**config.mk**
```make
export PLATFORM = sky130hd
export DESIGN_NAME = wallace_mult_share_ctrl_4_flat
export DESIGN_NICKNAME = d
export VERILOG_FILES = /design/src/rtl/wallace_mult_share_ctrl_4_pkg.sv /design/src/rtl/wallace_mult_share_ctrl_4_if.sv /design/src/rtl/wallace_mult_share_ctrl_4_rr_arb2.sv /design/src/rtl/wallace_unsigned_multiplier_CLA_4.sv /design/src/rtl/wallace_mult_share_ctrl_4.sv /design/src/flat_wrapper.sv
export SDC_FILE = /design/constraint.sdc
export NUM_CORES = 1
export LEC_CHECK = 0
export CORE_UTILIZATION = 47
export CTS_CLUSTER_DIAMETER = 50
export DETAILED_ROUTE_END_ITERATION = 8
export PLACE_DENSITY = 0.75
export SETUP_SLACK_MARGIN = 0.1
export SKIP_CTS_REPAIR_TIMING = 1
export SYNTH_ARGS = -nofsm -noshare
export SYNTH_HDL_FRONTEND = slang
export SYNTH_SLANG_ARGS = --single-unit
```
**constraint.sdc**
```tcl
create_clock -name clk -period 3.5 [get_ports clk]
set_input_delay 0.7 -clock clk [delete_from_list [all_inputs] [get_ports clk]]
set_output_delay 0.7 -clock clk [all_outputs]
set_load 0.02 [all_outputs]
```
**src/rtl/wallace_mult_share_ctrl_4_pkg.sv**
```systemverilog
// wallace_mult_share_ctrl_4_pkg: shared types, widths and adder helpers for the shared multiplier controller
package wallace_mult_share_ctrl_4_pkg;
    localparam int DEF_OP_W = 4;
    localparam int PROD_W = 2 * DEF_OP_W;
    localparam int CNT_W = 4;

    typedef enum logic [1:0] {
        IDLE = 2'b00,
        CALC = 2'b01,
        RESP = 2'b10
    } state_t;

    typedef struct packed {
        state_t state;
        logic rr_ptr;
        logic [DEF_OP_W-1:0] op_a;
        logic [DEF_OP_W-1:0] op_b;
        logic gnt_id;
        logic [CNT_W-1:0] cnt;
        logic rsp_valid;
        logic rsp_id;
        logic [PROD_W-1:0] rsp_product;
    } ctrl_regs_t;

    function automatic logic [PROD_W-1:0] csa_sum(input logic [PROD_W-1:0] x, y, z);
        return x ^ y ^ z;
    endfunction

    function automatic logic [PROD_W-1:0] csa_carry(input logic [PROD_W-1:0] x, y, z);
        return {(x[PROD_W-2:0] & y[PROD_W-2:0]) | (x[PROD_W-2:0] & z[PROD_W-2:0]) |
                (y[PROD_W-2:0] & z[PROD_W-2:0]), 1'b0};
    endfunction

    // 4-bit lookahead block: returns {carry_out, sum}
    function automatic logic [4:0] cla4(input logic [3:0] x, y, input logic ci);
        logic [3:0] g;
        logic [3:0] p;
        logic [4:0] c;
        g = x & y;
        p = x ^ y;
        c[0] = ci;
        c[1] = g[0] | (p[0] & c[0]);
        c[2] = g[1] | (p[1] & g[0]) | (p[1] & p[0] & c[0]);
        c[3] = g[2] | (p[2] & g[1]) | (p[2] & p[1] & g[0]) | (p[2] & p[1] & p[0] & c[0]);
        c[4] = g[3] | (p[3] & g[2]) | (p[3] & p[2] & g[1]) | (p[3] & p[2] & p[1] & g[0]) |
               ((&p) & c[0]);
        return {c[4], p ^ c[3:0]};
    endfunction
endpackage

```
**src/rtl/wallace_mult_share_ctrl_4_if.sv**
```systemverilog
// wallace_mult_share_ctrl_4_if: two requester handshakes plus the response channel of the shared multiplier
interface wallace_mult_share_ctrl_4_if;
    import wallace_mult_share_ctrl_4_pkg::*;
    logic req0_valid;
    logic [DEF_OP_W-1:0] req0_a;
    logic [DEF_OP_W-1:0] req0_b;
    logic req0_ready;
    logic req1_valid;
    logic [DEF_OP_W-1:0] req1_a;
    logic [DEF_OP_W-1:0] req1_b;
    logic req1_ready;
    logic rsp_valid;
    logic rsp_ready;
    logic rsp_id;
    logic [PROD_W-1:0] rsp_product;
    logic busy;

    modport master (
        output req0_valid, req0_a, req0_b, req1_valid, req1_a, req1_b, rsp_ready,
        input req0_ready, req1_ready, rsp_valid, rsp_id, rsp_product, busy
    );

    modport slave (
        input req0_valid, req0_a, req0_b, req1_valid, req1_a, req1_b, rsp_ready,
        output req0_ready, req1_ready, rsp_valid, rsp_id, rsp_product, busy
    );
endinterface

```
**src/rtl/wallace_mult_share_ctrl_4_rr_arb2.sv**
```systemverilog
// rr_arb2: two-way round-robin grant; ptr names the requester favoured when both are valid
module rr_arb2 (
    input  logic [1:0] valid,
    input  logic       ptr,
    output logic [1:0] gnt
);
    assign gnt[0] = valid[0] & (~valid[1] | ~ptr);
    assign gnt[1] = valid[1] & (~valid[0] | ptr);
endmodule

```
**src/rtl/wallace_unsigned_multiplier_CLA_4.sv**
```systemverilog
// wallace_unsigned_multiplier_CLA_4: combinational 4x4 unsigned multiplier, carry-save tree plus lookahead final add
module wallace_unsigned_multiplier_CLA_4
    import wallace_mult_share_ctrl_4_pkg::*;
(
    input  logic [3:0] a,
    input  logic [3:0] b,
    output logic [7:0] p
);
    logic [7:0] pp [4];
    logic [7:0] s1, c1, s2, c2;
    logic [4:0] lo, hi;
    logic unused_co;

    for (genvar i = 0; i < 4; i++) begin : g_pp
        assign pp[i] = {4'b0, a & {4{b[i]}}} << i;
    end

    // The product never exceeds 225, so carries past bit 7 are always zero
    assign s1 = csa_sum(pp[0], pp[1], pp[2]);
    assign c1 = csa_carry(pp[0], pp[1], pp[2]);
    assign s2 = csa_sum(s1, c1, pp[3]);
    assign c2 = csa_carry(s1, c1, pp[3]);
    assign lo = cla4(s2[3:0], c2[3:0], 1'b0);
    assign hi = cla4(s2[7:4], c2[7:4], lo[4]);
    assign {unused_co, p[7:4]} = hi;
    assign p[3:0] = lo[3:0];
endmodule

```
**src/rtl/wallace_mult_share_ctrl_4.sv**
```systemverilog
// wallace_mult_share_ctrl_4: round-robin sharing of one combinational 4x4 multiplier between two requesters
module wallace_mult_share_ctrl_4
    import wallace_mult_share_ctrl_4_pkg::*;
#(
    parameter int SETTLE_CYCLES = 1,
    parameter int OP_W = DEF_OP_W
) (
    input logic clk,
    input logic rst_n,
    wallace_mult_share_ctrl_4_if.slave bus
);
    if (OP_W != DEF_OP_W || SETTLE_CYCLES < 1 || SETTLE_CYCLES > 15) begin : g_bad_param
        $error("wallace_mult_share_ctrl_4: OP_W must be 4 and SETTLE_CYCLES 1..15");
    end

    ctrl_regs_t r, r_n;
    logic [1:0] gnt;
    logic [PROD_W-1:0] mult_out;
    logic idle;

    assign idle = r.state == IDLE;

    rr_arb2 u_arb (
        .valid({bus.req1_valid, bus.req0_valid}),
        .ptr(r.rr_ptr),
        .gnt(gnt)
    );

    wallace_unsigned_multiplier_CLA_4 u_mult (
        .a(r.op_a),
        .b(r.op_b),
        .p(mult_out)
    );

    always_ff @(posedge clk) begin
        r <= !rst_n ? '0 : r_n;
    end

    always_comb begin
        r_n = r;
        case (r.state)
            IDLE: if (|gnt) begin
                r_n.state = CALC;
                r_n.op_a = gnt[1] ? bus.req1_a : bus.req0_a;
                r_n.op_b = gnt[1] ? bus.req1_b : bus.req0_b;
                r_n.gnt_id = gnt[1];
                r_n.rr_ptr = ~gnt[1];
                r_n.cnt = CNT_W'(SETTLE_CYCLES - 1);
            end
            CALC: if (r.cnt == '0) begin
                r_n.state = RESP;
                r_n.rsp_product = mult_out;
                r_n.rsp_id = r.gnt_id;
                r_n.rsp_valid = 1'b1;
            end else begin
                r_n.cnt = r.cnt - 1'b1;
            end
            RESP: if (bus.rsp_ready) begin
                r_n.state = IDLE;
                r_n.rsp_valid = 1'b0;
            end
            default: r_n.state = IDLE;
        endcase
    end

    assign bus.req0_ready = idle & gnt[0];
    assign bus.req1_ready = idle & gnt[1];
    assign bus.rsp_valid = r.rsp_valid;
    assign bus.rsp_id = r.rsp_id;
    assign bus.rsp_product = r.rsp_product;
    assign bus.busy = ~idle;
endmodule

```
**src/flat_wrapper.sv**
```systemverilog
// flat-port wrapper written by rule: the top's interface ports become plain ports
module wallace_mult_share_ctrl_4_flat import wallace_mult_share_ctrl_4_pkg::*;
#(
    parameter int SETTLE_CYCLES = 1,
    parameter int OP_W = DEF_OP_W
)
  (clk, rst_n, bus_req0_valid, bus_req0_a, bus_req0_b, bus_req1_valid, bus_req1_a, bus_req1_b, bus_rsp_ready, bus_req0_ready, bus_req1_ready, bus_rsp_valid, bus_rsp_id, bus_rsp_product, bus_busy);
  wallace_mult_share_ctrl_4_if bus_i ();
  input logic clk;
  input logic rst_n;
  input wire logic [$bits(bus_i.req0_valid)-1:0] bus_req0_valid;
  input wire logic [$bits(bus_i.req0_a)-1:0] bus_req0_a;
  input wire logic [$bits(bus_i.req0_b)-1:0] bus_req0_b;
  input wire logic [$bits(bus_i.req1_valid)-1:0] bus_req1_valid;
  input wire logic [$bits(bus_i.req1_a)-1:0] bus_req1_a;
  input wire logic [$bits(bus_i.req1_b)-1:0] bus_req1_b;
  input wire logic [$bits(bus_i.rsp_ready)-1:0] bus_rsp_ready;
  output wire logic [$bits(bus_i.req0_ready)-1:0] bus_req0_ready;
  output wire logic [$bits(bus_i.req1_ready)-1:0] bus_req1_ready;
  output wire logic [$bits(bus_i.rsp_valid)-1:0] bus_rsp_valid;
  output wire logic [$bits(bus_i.rsp_id)-1:0] bus_rsp_id;
  output wire logic [$bits(bus_i.rsp_product)-1:0] bus_rsp_product;
  output wire logic [$bits(bus_i.busy)-1:0] bus_busy;
  assign bus_i.req0_valid = bus_req0_valid;
  assign bus_i.req0_a = bus_req0_a;
  assign bus_i.req0_b = bus_req0_b;
  assign bus_i.req1_valid = bus_req1_valid;
  assign bus_i.req1_a = bus_req1_a;
  assign bus_i.req1_b = bus_req1_b;
  assign bus_i.rsp_ready = bus_rsp_ready;
  assign bus_req0_ready = bus_i.req0_ready;
  assign bus_req1_ready = bus_i.req1_ready;
  assign bus_rsp_valid = bus_i.rsp_valid;
  assign bus_rsp_id = bus_i.rsp_id;
  assign bus_rsp_product = bus_i.rsp_product;
  assign bus_busy = bus_i.busy;
  wallace_mult_share_ctrl_4 #(.SETTLE_CYCLES(SETTLE_CYCLES), .OP_W(OP_W)) u_core (.clk(clk), .rst_n(rst_n), .bus(bus_i));
endmodule
```
Yosys cells after proc, flatten, opt, wreduce, memory -nomap -nowiden
Cells that the tools add are included.
Word-level totals
  register bits: 26
  input bits: 21
  output and inout bits: 13
  word-level logic and storage cells: 102
Cells by class
  $add $sub $neg: 1
  eq/ne operators: 6
  muxes and demuxes: 11
  bitwise gates (word level): 65
  reductions and logical operators: 10
Operator list (count)
  AND 1 bit: 22
  AND 4 bit: 5
  2-to-1 mux 16 bit: 1
  AND 6 x 7 -> 7 bit: 2
  OR 1 bit: 14
  OR 7 bit: 2
  2-to-1 mux 4 bit: 3
  bitwise XOR 4 bit: 3
  2-to-1 mux 10 bit: 1
  AND reduction 3 bit: 3
  case mux 4 bit (2 select lines): 1
  AND 7 bit: 1
  bitwise XOR 6 x 7 -> 7 bit: 1
  bitwise XOR 7 bit: 1
  AND 4 x 6 -> 6 bit: 1
  AND 5 x 6 -> 6 bit: 1
  != test 2 bit, second input constant: 3
  OR 5 x 6 -> 6 bit: 1
  OR 6 bit: 1
  case mux 2 bit (3 select lines): 1
  bitwise XOR 5 x 6 -> 6 bit: 1
  AND 4 x 5 -> 5 bit: 1
  inverter 1 bit: 5
  bitwise XOR 4 x 5 -> 5 bit: 1
  other kinds (14): 17

Depth between registers and ports, before layout
Gate-level depths: netlist of the first run.
  word-level depth: 17
  mapped depth: 9
  depth with buffers taken out: 9

Cells and area by module
A second synthesis of the first run with hierarchy kept.
Unflattened totals
  cell total of the unflattened synthesis: 165
  area total of the unflattened synthesis: 1555.2 sq um
Modules (own cells, without submodules)
  wallace_mult_share_ctrl_4: instances 1, cells each 125, area each 1189.9 sq um, seq. area each 520.5 sq um
  wallace_unsigned_multiplier_CLA_4: instances 1, cells each 37, area each 346.6 sq um, seq. area each 0.0 sq um
  rr_arb2: instances 1, cells each 3, area each 18.8 sq um, seq. area each 0.0 sq um

Worst setup path after synthesis of the first run
Ideal clock, no wire load.
  path type: register -> register
  start: reg u_core.r[15] in the netlist's numbering
  end: reg u_core.r (netlist bit u_core.bus.rsp_product[5])
  setup time: 0.116 ns
  arrival time: 2.351 ns
  required time: 3.384 ns
  setup slack: 1.033 ns
  cell stages (with the launch flop): 9
  buffers on the path: 0
  period minus slack after synthesis: 2.467 ns
  path through: dfxtp_1 -> and2_1 -> fa_1 -> fa_1 -> ha_1 -> fa_1 -> xnor2_1 -> nand2_1 -> o211a_1
Between the ends
  word-level cells in the longest chain between the ends: 15
  elaborated cells on any way between the ends: 29
  classes of those cells: 29 x bitwise
Ends and longest elaborated chain
  start: declaration: line wallace_mult_share_ctrl_4.sv:16  | ctrl_regs_t r, r_n;
  start signal: assignment: line wallace_mult_share_ctrl_4.sv:36  | r <= !rst_n ? '0 : r_n;
  AND 4 bit *: line wallace_unsigned_multiplier_CLA_4.sv:15  | assign pp[i] = {4'b0, a & {4{b[i]}}} << i;
  AND 4 x 5 -> 5 bit or AND 4 x 6 -> 6 bit (tied branches): line wallace_mult_share_ctrl_4_pkg.sv:30  | return {(x[PROD_W-2:0] & y[PROD_W-2:0]) | (x[PROD_W-2:0] & z[PROD_W-2:0]) |
  OR 5 x 6 -> 6 bit: line wallace_mult_share_ctrl_4_pkg.sv:30
  OR 6 bit: line wallace_mult_share_ctrl_4_pkg.sv:30
  AND 6 x 7 -> 7 bit: line wallace_mult_share_ctrl_4_pkg.sv:30
  OR 7 bit (2 in series): line wallace_mult_share_ctrl_4_pkg.sv:30
  bitwise XOR 4 bit or AND 4 bit (tied branches): line wallace_mult_share_ctrl_4_pkg.sv:40, wallace_mult_share_ctrl_4_pkg.sv:39
  AND 1 bit: line wallace_mult_share_ctrl_4_pkg.sv:45  | c[4] = g[3] | (p[3] & g[2]) | (p[3] & p[2] & g[1]) | (p[3] & p[2] & p[1] & g[0]) |
  OR 1 bit or AND 1 bit (tied branches) (2 in series): line wallace_mult_share_ctrl_4_pkg.sv:45
  OR 1 bit: line wallace_mult_share_ctrl_4_pkg.sv:45
  AND 1 bit: line wallace_mult_share_ctrl_4_pkg.sv:42  | c[1] = g[0] | (p[0] & c[0]);
  OR 1 bit: line wallace_mult_share_ctrl_4_pkg.sv:42
  bitwise XOR 4 bit *: line wallace_mult_share_ctrl_4_pkg.sv:47  | return {c[4], p ^ c[3:0]};
Every way passes the cells marked *; elsewhere a longest branch is shown, timed or not.
A chain may end at the register's enable or synchronous reset.

Final worst setup path of the first run
  start: in bus_req0_valid
  end: out bus_req1_ready
Between the ends
  word-level cells in the longest chain between the ends: 4
Ends and longest elaborated chain
  start: declaration: line flat_wrapper.sv:11  | input wire logic [$bits(bus_i.req0_valid)-1:0] bus_req0_valid;
  inverter 1 bit: line wallace_mult_share_ctrl_4_rr_arb2.sv:8  | assign gnt[1] = valid[1] & (~valid[0] | ptr);
  OR 1 bit: line wallace_mult_share_ctrl_4_rr_arb2.sv:8
  AND 1 bit: line wallace_mult_share_ctrl_4_rr_arb2.sv:8
  AND 1 bit: line wallace_mult_share_ctrl_4.sv:67  | assign bus.req1_ready = idle & gnt[1];
  end: declaration: line flat_wrapper.sv:19  | output wire logic [$bits(bus_i.req1_ready)-1:0] bus_req1_ready;
No other way between the ends.

==> metrics.md, run 1 <==
| Metric | Value |
|---|---|
| Status | complete, no violations |
| Power share of the clock group | 0.215 |
| Clock latency on the worst-skew pair | 0.30 ns |
| Placer Congestion | 0.777 |
| Drt drc | 0 |
| Final slew viol count | 0 |
| Largest net degree at the start of global routing | 30 |
| Final period utilization | 0.794 |
| Vias in the first global route | 1145 |
| Hold Fails Final Rpt | 0 |
| Crit. End Element | output pin |
| Comb power frac | 0.275 |
| Via count | 1225 |
| Worst EP arrival | 2.08 ns |
| Placed Cells | 239 |
| Share of cells above drive strength 1 | 0.0704 |
| First-pass DRT Iterations | 6 |
| Setup violations, final | 0 |
| Peak Freq | 360 MHz |
| Most Crowded Layer GR | met2 |
| # rows | 20 |
| RSZ-0062 raised after global routing | false |
| Worst VDD drop | 0.208 mV |
| Io pins | 34 |
| Startpoint types | input pin |
| Total grt overflow | 0 |
| Die Y | 59.7 um |
| Synthesis Warnings | 0 |
| Final Skew | 0.00416 ns |
| Die X-Extent | between 50 and 60 um |
| WL final | 2870 um |
| Setup TNS | 0 ns |
| Mean post-synth cell area | about 8.9 um2 |
| Die area | about 3600 um2 |
| Sw Ratio | 0.296 |
| Clock root buffer | clkbuf_4 |
| Post-Synthesis Cells | roughly 180 |
| Avg WL per Cell | 11.8 um |
| Yosys cell types | 37 |
| WS Path Type | input pin to output pin |
| Hold Path Class | register to register |
| Switching power | 0.200 mW |
| Post-synth top flop | dfxtp_1 |
| Mapped Area | roughly 1600 um2 |
| Reg2Reg Depth | 8 |
| Worst-path clk slew | 0.13 ns |
| Met3 GRT Util | 0.0346 |
| Yosys reg bits | 26 |
| CTS Sinks | 26 |
| Initial antenna violation count | 0 |
| Number of port buffers | 33 |
| Met1 Use GR | 0.235 |
| Int Pwr | 0.475 mW |
| Htree depth | 1 |
| GR Layer Usage met2 | 0.298 |
| ANT nets after route | 0 |
| Antenna Cells | 0 |
| TritonCTS buffer count | 3 |
| Post-synth ARST share | 0 |
| Vias per cell | 5.04 |
| Relative slew slack | 0.405 |
| Overall routing resource usage | 0.178 |
| Post-synth net total | 211 |
| Hold depth | 2 |
| Crit Path Max Fanout | 4 |
| Tmin final | 2.78 ns |
| Power per cell area | 354 nW/um2 |
| Post-synth EDFFs | 0 |
| Non-Filler Instances | 243 |
| Max cap viols | 0 |
| Clk buf depth | 2 |
| First-pass GRT wire length | 4830 um |
| Core area | 3100 um2 |
| Slew @ Worst Pin | 0.889 ns |
| Leak Pwr | approximately 0.81 nW |
| Reg power frac | 0.510 |
| Sequential share of the synthesized area | 0.333 |
| Area Growth Syn to Fin | 21.9% |
| DP HPWL | 2270 um |
| Worst EP required | 2.80 ns |
| TritonCTS clock tree | done |
| Initial DRC Count | 55 |
| Nets | approximately 240 |
| Initial Util | 0.504 |
==> final timing paths <==
check / startpoint / end / slack (ns)
hold reg to reg: u_core.bus.rsp_id$_SDFFE_PN0P_ / u_core.bus.rsp_id$_SDFFE_PN0P_ / 0.46
setup / recovery: bus_req0_valid / bus_req1_ready / 0.72
setup reg to reg: u_core.r[15]$_SDFFE_PN0P_ / u_core.bus.rsp_product[5]$_SDFFE_PN0P_ / 0.88
hold / removal: u_core.bus.rsp_id$_SDFFE_PN0P_ / u_core.bus.rsp_id$_SDFFE_PN0P_ / 0.46
==> power by group through the flow <==
stage / clock (mW) / sequential, mW / combinational [mW]
after detailed placement: 0 / 0.351 / 0.186
after floorplan: 0 / 0.346 / 0.126
after global placement: 0 / 0.349 / 0.180
after CTS: 0.150 / 0.344 / 0.188
after global routing: 0.164 / 0.348 / 0.207
final: 0.145 / 0.344 / 0.186
==> per-stage QoR <==
step / util / hold slack [ns] / instance area [um2] / worst slack [ns] / total power [mW]
after global routing: 0.615 / 0.486 / 1910 / 0.673 / 0.719
after floorplan: - / 0.431 / 1560 / 1.03 / 0.473
after global placement: 0.603 / 0.441 / 1870 / 0.785 / 0.530
final: 0.615 / 0.461 / 1910 / 0.720 / 0.675
after detailed placement: 0.603 / 0.446 / 1870 / 0.741 / 0.537
after CTS: 0.615 / 0.464 / 1910 / 0.729 / 0.681
==> critical path: stages <==
cell and delay (ns):
clkdlybuf4s50_1 0.53, inv_1 0.06, o21ai_1 0.18, nor2_1 0.07, clkdlybuf4s50_1 0.53
==> synth_stat cells, types with 3 or more instances <==
library cell  instances  area [um2]
a21boi_1              6        45.0
mux2i_1               8        80.1
and2_1               14        87.6
o21ai_0               3        15.0
o21ai_1              12        60.1
fa_1                  6         120
dfxtp_1              26         521
ha_1                  9         113
nor3_1                5        25.0
nand2_1              20        75.1
inv_1                 8        30.0
a21oi_1              11        55.1
nand3_1               3        15.0
o21a_1                3        22.5
nor2_1                8        30.0
buf_2                 3        15.0
buf_4                 8        60.1
clkbuf_1              3        11.3
==> registers in the layout, summed over array words and instances (netlist names) <==
register	cells
u_core.bus.rsp_product	8
u_core.bus.rsp_valid	1
u_core.r	16
u_core.bus.rsp_id	1
==> kinds of logic (layout without fill, tap and decap cells) <==
logic type | Yosys count | in the layout | synth area share
DFF | 26 | 26 | 0.333
buffers and inverters | 22 | 46 | 0.0744
AOI/OAI and AO/OA | 42 | 42 | 0.169
and+or+nand+nor | 60 | 60 | 0.211
adders and majority gates | 15 | 15 | 0.149
muxes | 9 | 9 | 0.0584
xor gates and xnor gates | 1 | 1 | 0.00560
==> cell usage in the layout, fill, tap and decap left out, drive strengths merged, types with 5 or more instances in the layout <==
master	Yosys	layout
nor2	10	10
o21ai	15	15
inv	8	8
a21boi	7	7
dfxtp	26	26
nor3	5	5
nand2	21	21
ha	9	9
and2	14	14
a21oi	11	11
clkdlybuf4s50	0	33
fa	6	6
mux2i	8	8
==> layer usage <==
layer | routed length (um) | vias up
met5 | 0 | -
met4 | 19 | 0
met3 | 131 | 2
met2 | 1330 | 34
met1 | 1390 | 552
li1 | - | 637
==> area by class of cell <==
cell class / instances / area, um2
clock buffers: 4 / 36.3
fillers: 294 / 1200
inverters: 8 / 30.0
multi-input cells: 127 / 927
flip-flops and latches: 26 / 520
well taps: 44 / 55.1
repair buffers: 34 / 338
(Power assumes the default switching activity.)
==> run 2, diff against run 1 <==
- clock period: 3.5 -> 2.65 ns (I/O delays scaled with it)
==> run 2 against run 1 <==
Effect of this change: clock power is 88% higher; via count is 5.4% higher; non-clock buffer count is 4 higher; critical endpoint is now u_core.bus.rsp_product[6]$_SDFFE_PN0P_; power is 48% higher; global-route usage is 0.93 points higher; design area is 5.7% higher; die area stayed put; critical path type is now register to register; highest routed layer unchanged; worst hold slack better by 0.0082 ns; combinational power is 45% higher.
==> metrics.md, run 2 (synthesis gave the netlist of run 1 again) <==
| Metric | Value |
|---|---|
| Clock root buffer | clkbuf_4 (unchanged) |
| WS Path Type | register to register (was input pin to output pin) |
| Die X-Extent | 59.7 um (unchanged) |
| Setup crit start | u_core.r[17]$_SDFFE_PN0P_ (was bus_req0_valid) |
| Vias per cell | 5.23 (was 5.04) |
| Share of cells above drive strength 1 | 0.167 (was 0.0704) |
| Placer Congestion | 0.831 (was 0.777) |
| CTS Sinks | 26 (unchanged) |
| # rows | 20 (unchanged) |
| First-pass GRT wire length | 5070 um (was 4830 um) |
| Core area | 3100 um2 (unchanged) |
| Status | complete, no violations (unchanged) |
| Startpoint types | register (was input pin) |
| Max cap viols | 0 (unchanged) |
| CP peak stage delay | 0.59 ns (was 0.53 ns) |
| Io pins | 34 (unchanged) |
| Initial DRC Count | 47 (was 55) |
| Antenna Cells | 0 (unchanged) |
| Crit. End Element | register (was output pin) |
| ANT nets after route | 0 (unchanged) |
| Hold Path Class | register to register (unchanged) |
| TritonCTS clock tree | done (unchanged) |
| Largest net degree at the start of global routing | 22 (was 30) |
| Setup TNS | 0 ns (unchanged) |
| Final Skew | 0.00355 ns (was 0.00416 ns) |
| Worst reg2reg path startpoint | u_core.r[17]$_SDFFE_PN0P_ (was u_core.r[15]$_SDFFE_PN0P_) |
| Hold Slack | 0.469 ns (was 0.461 ns) |
| Initial Util | 0.504 (unchanged) |
| R2R setup slack | 0.15 ns (was 0.88 ns) |
| Peak Freq | ~400 MHz |
| Nets | 240 (was 236) |
| Worst EP arrival | 2.72 ns (was 2.08 ns) |
| Slew @ Worst Pin | 0.672 ns (was 0.889 ns) |
| Worst path cell trace | and2_4 > fa_1 > fa_2 > ha_1 > a211oi_2 > o21ai_1 > a32o_1 (was clkdlybuf4s50_1 > inv_1 > o21ai_1 > nor2_1 > clkdlybuf4s50_1) |
| Worst VDD drop | 0.275 mV (was 0.208 mV) |
| Avg WL per Cell | 12.8 um (was 11.8 um) |
| Placed Cells | 242 (was 239) |
| Power per cell area | 497 nW/um2 (was 354 nW/um2) |
| Area Growth Syn to Fin | 28.9% (was 21.9%) |
| Vias in the first global route | 1208 (was 1145) |
| Overall routing resource usage | 0.188 (was 0.178) |
| Most common cell after layout, fill and taps aside | clkdlybuf4s50_1 (unchanged) |
| Crit path capture | u_core.bus.rsp_product[6]$_SDFFE_PN0P_ (was bus_req1_ready) |
| Htree depth | 1 (unchanged) |
| RSZ-0062 raised after global routing | true (was false) |
| Number of port buffers | 33 (unchanged) |
| Clock latency on the worst-skew pair | 0.32 ns (was 0.30 ns) |
| Setup violations, final | 0 (unchanged) |
| First-pass DRT Iterations | 4 (was 6) |
| Leak Pwr | 0.832 nW (was 0.811 nW) |
| Critical path's slowest cell | fa_2 (was clkdlybuf4s50_1) |
| Die Y | 59.7 um (unchanged) |
| Relative slew slack | 0.551 (was 0.405) |
| Tmin final | 2.50 ns |
| Worst reg2reg endpoint | u_core.bus.rsp_product[6]$_SDFFE_PN0P_ (was u_core.bus.rsp_product[5]$_SDFFE_PN0P_) |
| Final slew viol count | 0 (unchanged) |
| Total grt overflow | 0 (unchanged) |
| Most flops, register | u_core.r (unchanged) |
| Reg2Reg Depth | 7 (was 8) |
| TritonCTS buffer count | 3 (unchanged) |
| Die area | 3560 um2 (unchanged) |
| Max reg flops | 16 (unchanged) |
| Filler instances | 280 (was 294) |
| Worst-path clk slew | 0.15 ns (was 0.13 ns) |
| Hold Fails Final Rpt | 0 (unchanged) |
| Non-Filler Instances | 247 (was 243) |
| Crit Path Max Fanout | 4 (unchanged) |
| Via count | 1291 (was 1225) |
| Worst EP required | 2.88 ns (was 2.80 ns) |
| Drt drc | 0 (unchanged) |
| Most frequent cells in the layout | clkdlybuf4s50_1 (33), nand2_1 (20), dfxtp_1 (20) (was clkdlybuf4s50_1 (33), dfxtp_1 (26), nand2_1 (20)) |
| Initial antenna violation count | 0 (unchanged) |
| DP HPWL | 2460 um (was 2270 um) |
| Clk buf depth | 2 (unchanged) |
| WL final | 3160 um (was 2870 um) |
| Final period utilization | 0.942 |
run 2: power breakdown:
group | leakage, nW | total, mW | internal [mW] | switching (mW)
clock | 0.0279 | 0.272 | 0.153 | 0.120
sequential | 0.215 | 0.459 | 0.426 | 0.0322
combinational | 0.589 | 0.270 | 0.136 | 0.134
total | 0.832 | 1.00 | 0.715 | 0.286
run 2: final cells by class:
cell class | count | area (um2) | share of cell area
well taps | 44 | 55.1 | 0.0273
clock buffers | 3 | 22.5 | 0.0112
inverters | 8 | 30.0 | 0.0149
repair buffers | 38 | 368 | 0.182
clock inverters | 1 | 30.0 | 0.0149
multi-input cells | 127 | 980 | 0.486
flip-flops and latches | 26 | 531 | 0.263
run 2: worst max-delay path: cells and delay by family (launching register included):
family,cells,cell delay [ns]
AND/OR/NAND/NOR,1,0.16
flip-flops,1,0.36
adder cells (fa/ha/maj),3,1.29
AO/OA/AOI/OAI,3,0.60
run 2: metal layers:
| layer | up-vias | share of wire | track usage |
|---|---|---|---|
| met3 | 10 | 0.059 | 0.0346 |
| met2 | 46 | 0.47 | 0.311 |
| met1 | 584 | 0.44 | 0.237 |
| li1 | 651 | - | - |
| met4 | 0 | 0.023 | 0.0831 |
| met5 | - | 0 | 0 |
run 2: worst min-delay path by stage:
stage | endpoint | start | slack [ns] | cells after the start
after floorplan | u_core.bus.rsp_id$_SDFFE_PN0P_ | u_core.r[14]$_SDFFE_PN0P_ | 0.43 | 2
after global placement | u_core.bus.rsp_product[4]$_SDFFE_PN0P_ | u_core.bus.rsp_product[4]$_SDFFE_PN0P_ | 0.44 | 2
after detailed placement | u_core.bus.rsp_id$_SDFFE_PN0P_ | u_core.bus.rsp_id$_SDFFE_PN0P_ | 0.45 | 2
after CTS | u_core.bus.rsp_id$_SDFFE_PN0P_ | u_core.bus.rsp_id$_SDFFE_PN0P_ | 0.47 | 2
after global routing | u_core.bus.rsp_product[2]$_SDFFE_PN0P_ | u_core.bus.rsp_product[2]$_SDFFE_PN0P_ | 0.50 | 2
final | u_core.bus.rsp_id$_SDFFE_PN0P_ | u_core.bus.rsp_id$_SDFFE_PN0P_ | 0.47 | 2
run 2: per-stage QoR:
stage | utilization | instance area (um2) | worst slack [ns] | total power, mW
finish | 0.650 | 2020 | 0.152 | 1.00
CTS | 0.627 | 1950 | 0.0458 | 0.990
detailed placement | 0.610 | 1890 | 0.0566 | 0.717
floorplan | - | 1560 | 0.183 | 0.624
global placement | 0.610 | 1890 | 0.141 | 0.706
global route | 0.650 | 2020 | 0.0802 | 1.06
==> run 3, diff against run 2 <==
- CORE_MARGIN: not set -> 1.5
==> run 3 against run 2 <==
Effect of this change: global-route usage decreased by 0.94 points; combinational power decreased by 5%; critical path depth unchanged; via count decreased by 1.2%; non-clock buffer count decreased by 2; worst hold slack got worse by 0.0045 ns; sequential power about the same; clock power about the same; highest routed layer unchanged.
==> metrics.md, run 3 (synthesis gave the netlist of run 1 again) <==
| Metric | Value |
|---|---|
| Status | complete, no violations (unchanged) |
| Die area | 3680 um2 (was 3560 um2) |
| Setup violations, final | 0 (unchanged) |
| Worst VDD drop | 0.282 mV (was 0.275 mV) |
| Via count | 1275 (was 1291) |
| Hold Path Class | register to register (unchanged) |
| Max reg flops | 16 (unchanged) |
| Initial Util | 0.504 (unchanged) |
| Post-layout util | 0.634 (was 0.650) |
| Final Power | 0.989 mW (was 1.00 mW) |
| Area Growth Syn to Fin | 25.8% (was 28.9%) |
| Number of port buffers | 33 (unchanged) |
| Worst-path clk slew | 0.14 ns (was 0.15 ns) |
| Tmin final | 2.57 ns (was 2.50 ns) |
| Drt drc | 0 (unchanged) |
| Most flops, register | u_core.r (unchanged) |
| CP peak stage delay | 0.53 ns (was 0.59 ns) |
| TritonCTS buffer count | 3 (unchanged) |
| Relative slew slack | 0.620 (was 0.551) |
| Nets | 238 (was 240) |
| Placer Congestion | 0.840 (was 0.831) |
| CTS Sinks | 26 (unchanged) |
| First-pass GRT wire length | 4910 um (was 5070 um) |
| Clock latency on the worst-skew pair | 0.33 ns (was 0.32 ns) |
| # rows | 20 (unchanged) |
| CP delay by family, top | adder cells (unchanged) |
| Crit. End Element | register (unchanged) |
| Final Skew | 0.00575 ns (was 0.00355 ns) |
| Io pins | 34 (unchanged) |
| Power per cell area | 503 nW/um2 (was 497 nW/um2) |
| Hold Slack | 0.464 ns (was 0.469 ns) |
| Core area | 3100 um2 (unchanged) |
| Max cap viols | 0 (unchanged) |
| Die Y | 60.7 um (was 59.7 um) |
| Final period utilization | 0.968 (was 0.942) |
| Clock root buffer | clkbuf_4 (unchanged) |
| Slew @ Worst Pin | 0.569 ns (was 0.672 ns) |
| Peak Freq | 390 MHz (was 400 MHz) |
| Most used cell, CP | fa_1 |
| Setup TNS | 0 ns (unchanged) |
| Overall routing resource usage | 0.178 (was 0.188) |
| Largest net degree at the start of global routing | 22 (unchanged) |
| Share of cells above drive strength 1 | 0.129 (was 0.167) |
| Hold Fails Final Rpt | 0 (unchanged) |
| First-pass DRT Iterations | 4 (unchanged) |
| Crit Path Max Fanout | 5 (was 4) |
| Leak Pwr | 0.826 nW (was 0.832 nW) |
| Non-Filler Instances | 245 (was 247) |
| Avg WL per Cell | 12.5 um (was 12.8 um) |
| Most common cell after layout, fill and taps aside | clkdlybuf4s50_1 (unchanged) |
| Worst path cell trace | and2_1 > fa_1 > fa_1 > ha_1 > a211oi_2 > o21ai_0 > a32o_1 (was and2_4 > fa_1 > fa_2 > ha_1 > a211oi_2 > o21ai_1 > a32o_1) |
| Antenna Cells | 0 (unchanged) |
| Vias per cell | 5.20 (was 5.23) |
| Vias in the first global route | 1175 (was 1208) |
| TritonCTS clock tree | done (unchanged) |
| Critical path's slowest cell | fa_1 (was fa_2) |
| Initial antenna violation count | 0 (unchanged) |
| Initial DRC Count | 32 (was 47) |
| WL final | 3070 um (was 3160 um) |
| Startpoint types | register (unchanged) |
| Most frequent cells in the layout | clkdlybuf4s50_1 (33), dfxtp_1 (21), nand2_1 (20) (was clkdlybuf4s50_1 (33), nand2_1 (20), dfxtp_1 (20)) |
| Total grt overflow | 0 (unchanged) |
| Final slew viol count | 0 (unchanged) |
| Worst EP required | 2.88 ns (about the same) |
| ANT nets after route | 0 (unchanged) |
| RSZ-0062 raised after global routing | true (unchanged) |
| Die X-Extent | 60.7 um (was 59.7 um) |
| WS Path Type | register to register (unchanged) |
| Clk buf depth | 2 (unchanged) |
| Placed Cells | 241 (was 242) |
| DP HPWL | 2370 um (was 2460 um) |
| CP bufs+invs | 0 (unchanged) |
| Worst EP arrival | 2.80 ns (was 2.72 ns) |
| Htree depth | 1 (unchanged) |
[run 3: cell types whose count changed in the layout (fill, tap and decap cells not counted), moves of 2 or more]
cell / delta
fa_1: +2
and2_1: +2
buf_4: -2
ha_4: -2
and2_4: -2
fa_2: -2
[run 3: worst register-to-register path, stage by stage (launching register included)]
cell	delay (ns)
dfxtp_2	0.36
and2_1	0.17
fa_1	0.44
fa_1	0.53
ha_1	0.33
a211oi_2	0.28
o21ai_0	0.15
a32o_1	0.22
[run 3: routing by layer]
metal | vias to the layer above | global-route usage | wire length [um]
met5 | - | 0 | 0
met4 | 0 | 0.0559 | 69
li1 | 647 | - | -
met2 | 44 | 0.318 | 1410
met3 | 8 | 0.0277 | 156
met1 | 576 | 0.220 | 1430
[run 3: worst paths after layout]
path                            slack [ns]  cells past startpoint                                    from                                      to
worst min-delay path                  0.46                      2  u_core.bus.rsp_product[4]$_SDFFE_PN0P_  u_core.bus.rsp_product[4]$_SDFFE_PN0P_
worst max-delay path                  0.08                      7               u_core.r[17]$_SDFFE_PN0P_  u_core.bus.rsp_product[6]$_SDFFE_PN0P_
worst min register to register        0.46                      2  u_core.bus.rsp_product[4]$_SDFFE_PN0P_  u_core.bus.rsp_product[4]$_SDFFE_PN0P_
worst max register to register        0.08                      7               u_core.r[17]$_SDFFE_PN0P_  u_core.bus.rsp_product[6]$_SDFFE_PN0P_
[run 3: where the power goes]
group	internal, mW	total [mW]	leakage (nW)	switching (mW)
sequential	0.426	0.457	0.215	0.0310
combinational	0.127	0.257	0.584	0.130
clock	0.153	0.275	0.0279	0.122
total	0.706	0.989	0.826	0.283
[run 3: area by class of cell]
class                   count  area (um2)
clock inverters             1        30.0
repair buffers             36         353
fillers                   285        1140
clock buffers               3        22.5
multi-input cells         127         950
inverters                   8        30.0
flip-flops and latches     26         527
well taps                  44        55.1
[run 3: per-stage QoR]
| step | setup WS [ns] | cell area [um2] |
|---|---|---|
| 6_report | 0.0846 | 1970 |
| 5_1_grt | 0.0000628 | 1970 |
| 4_1_cts | -0.0182 | 1940 |
| 3_5_place_dp | 0.00349 | 1890 |
| 3_3_place_gp | 0.140 | 1890 |
| 2_1_floorplan | 0.183 | 1560 |
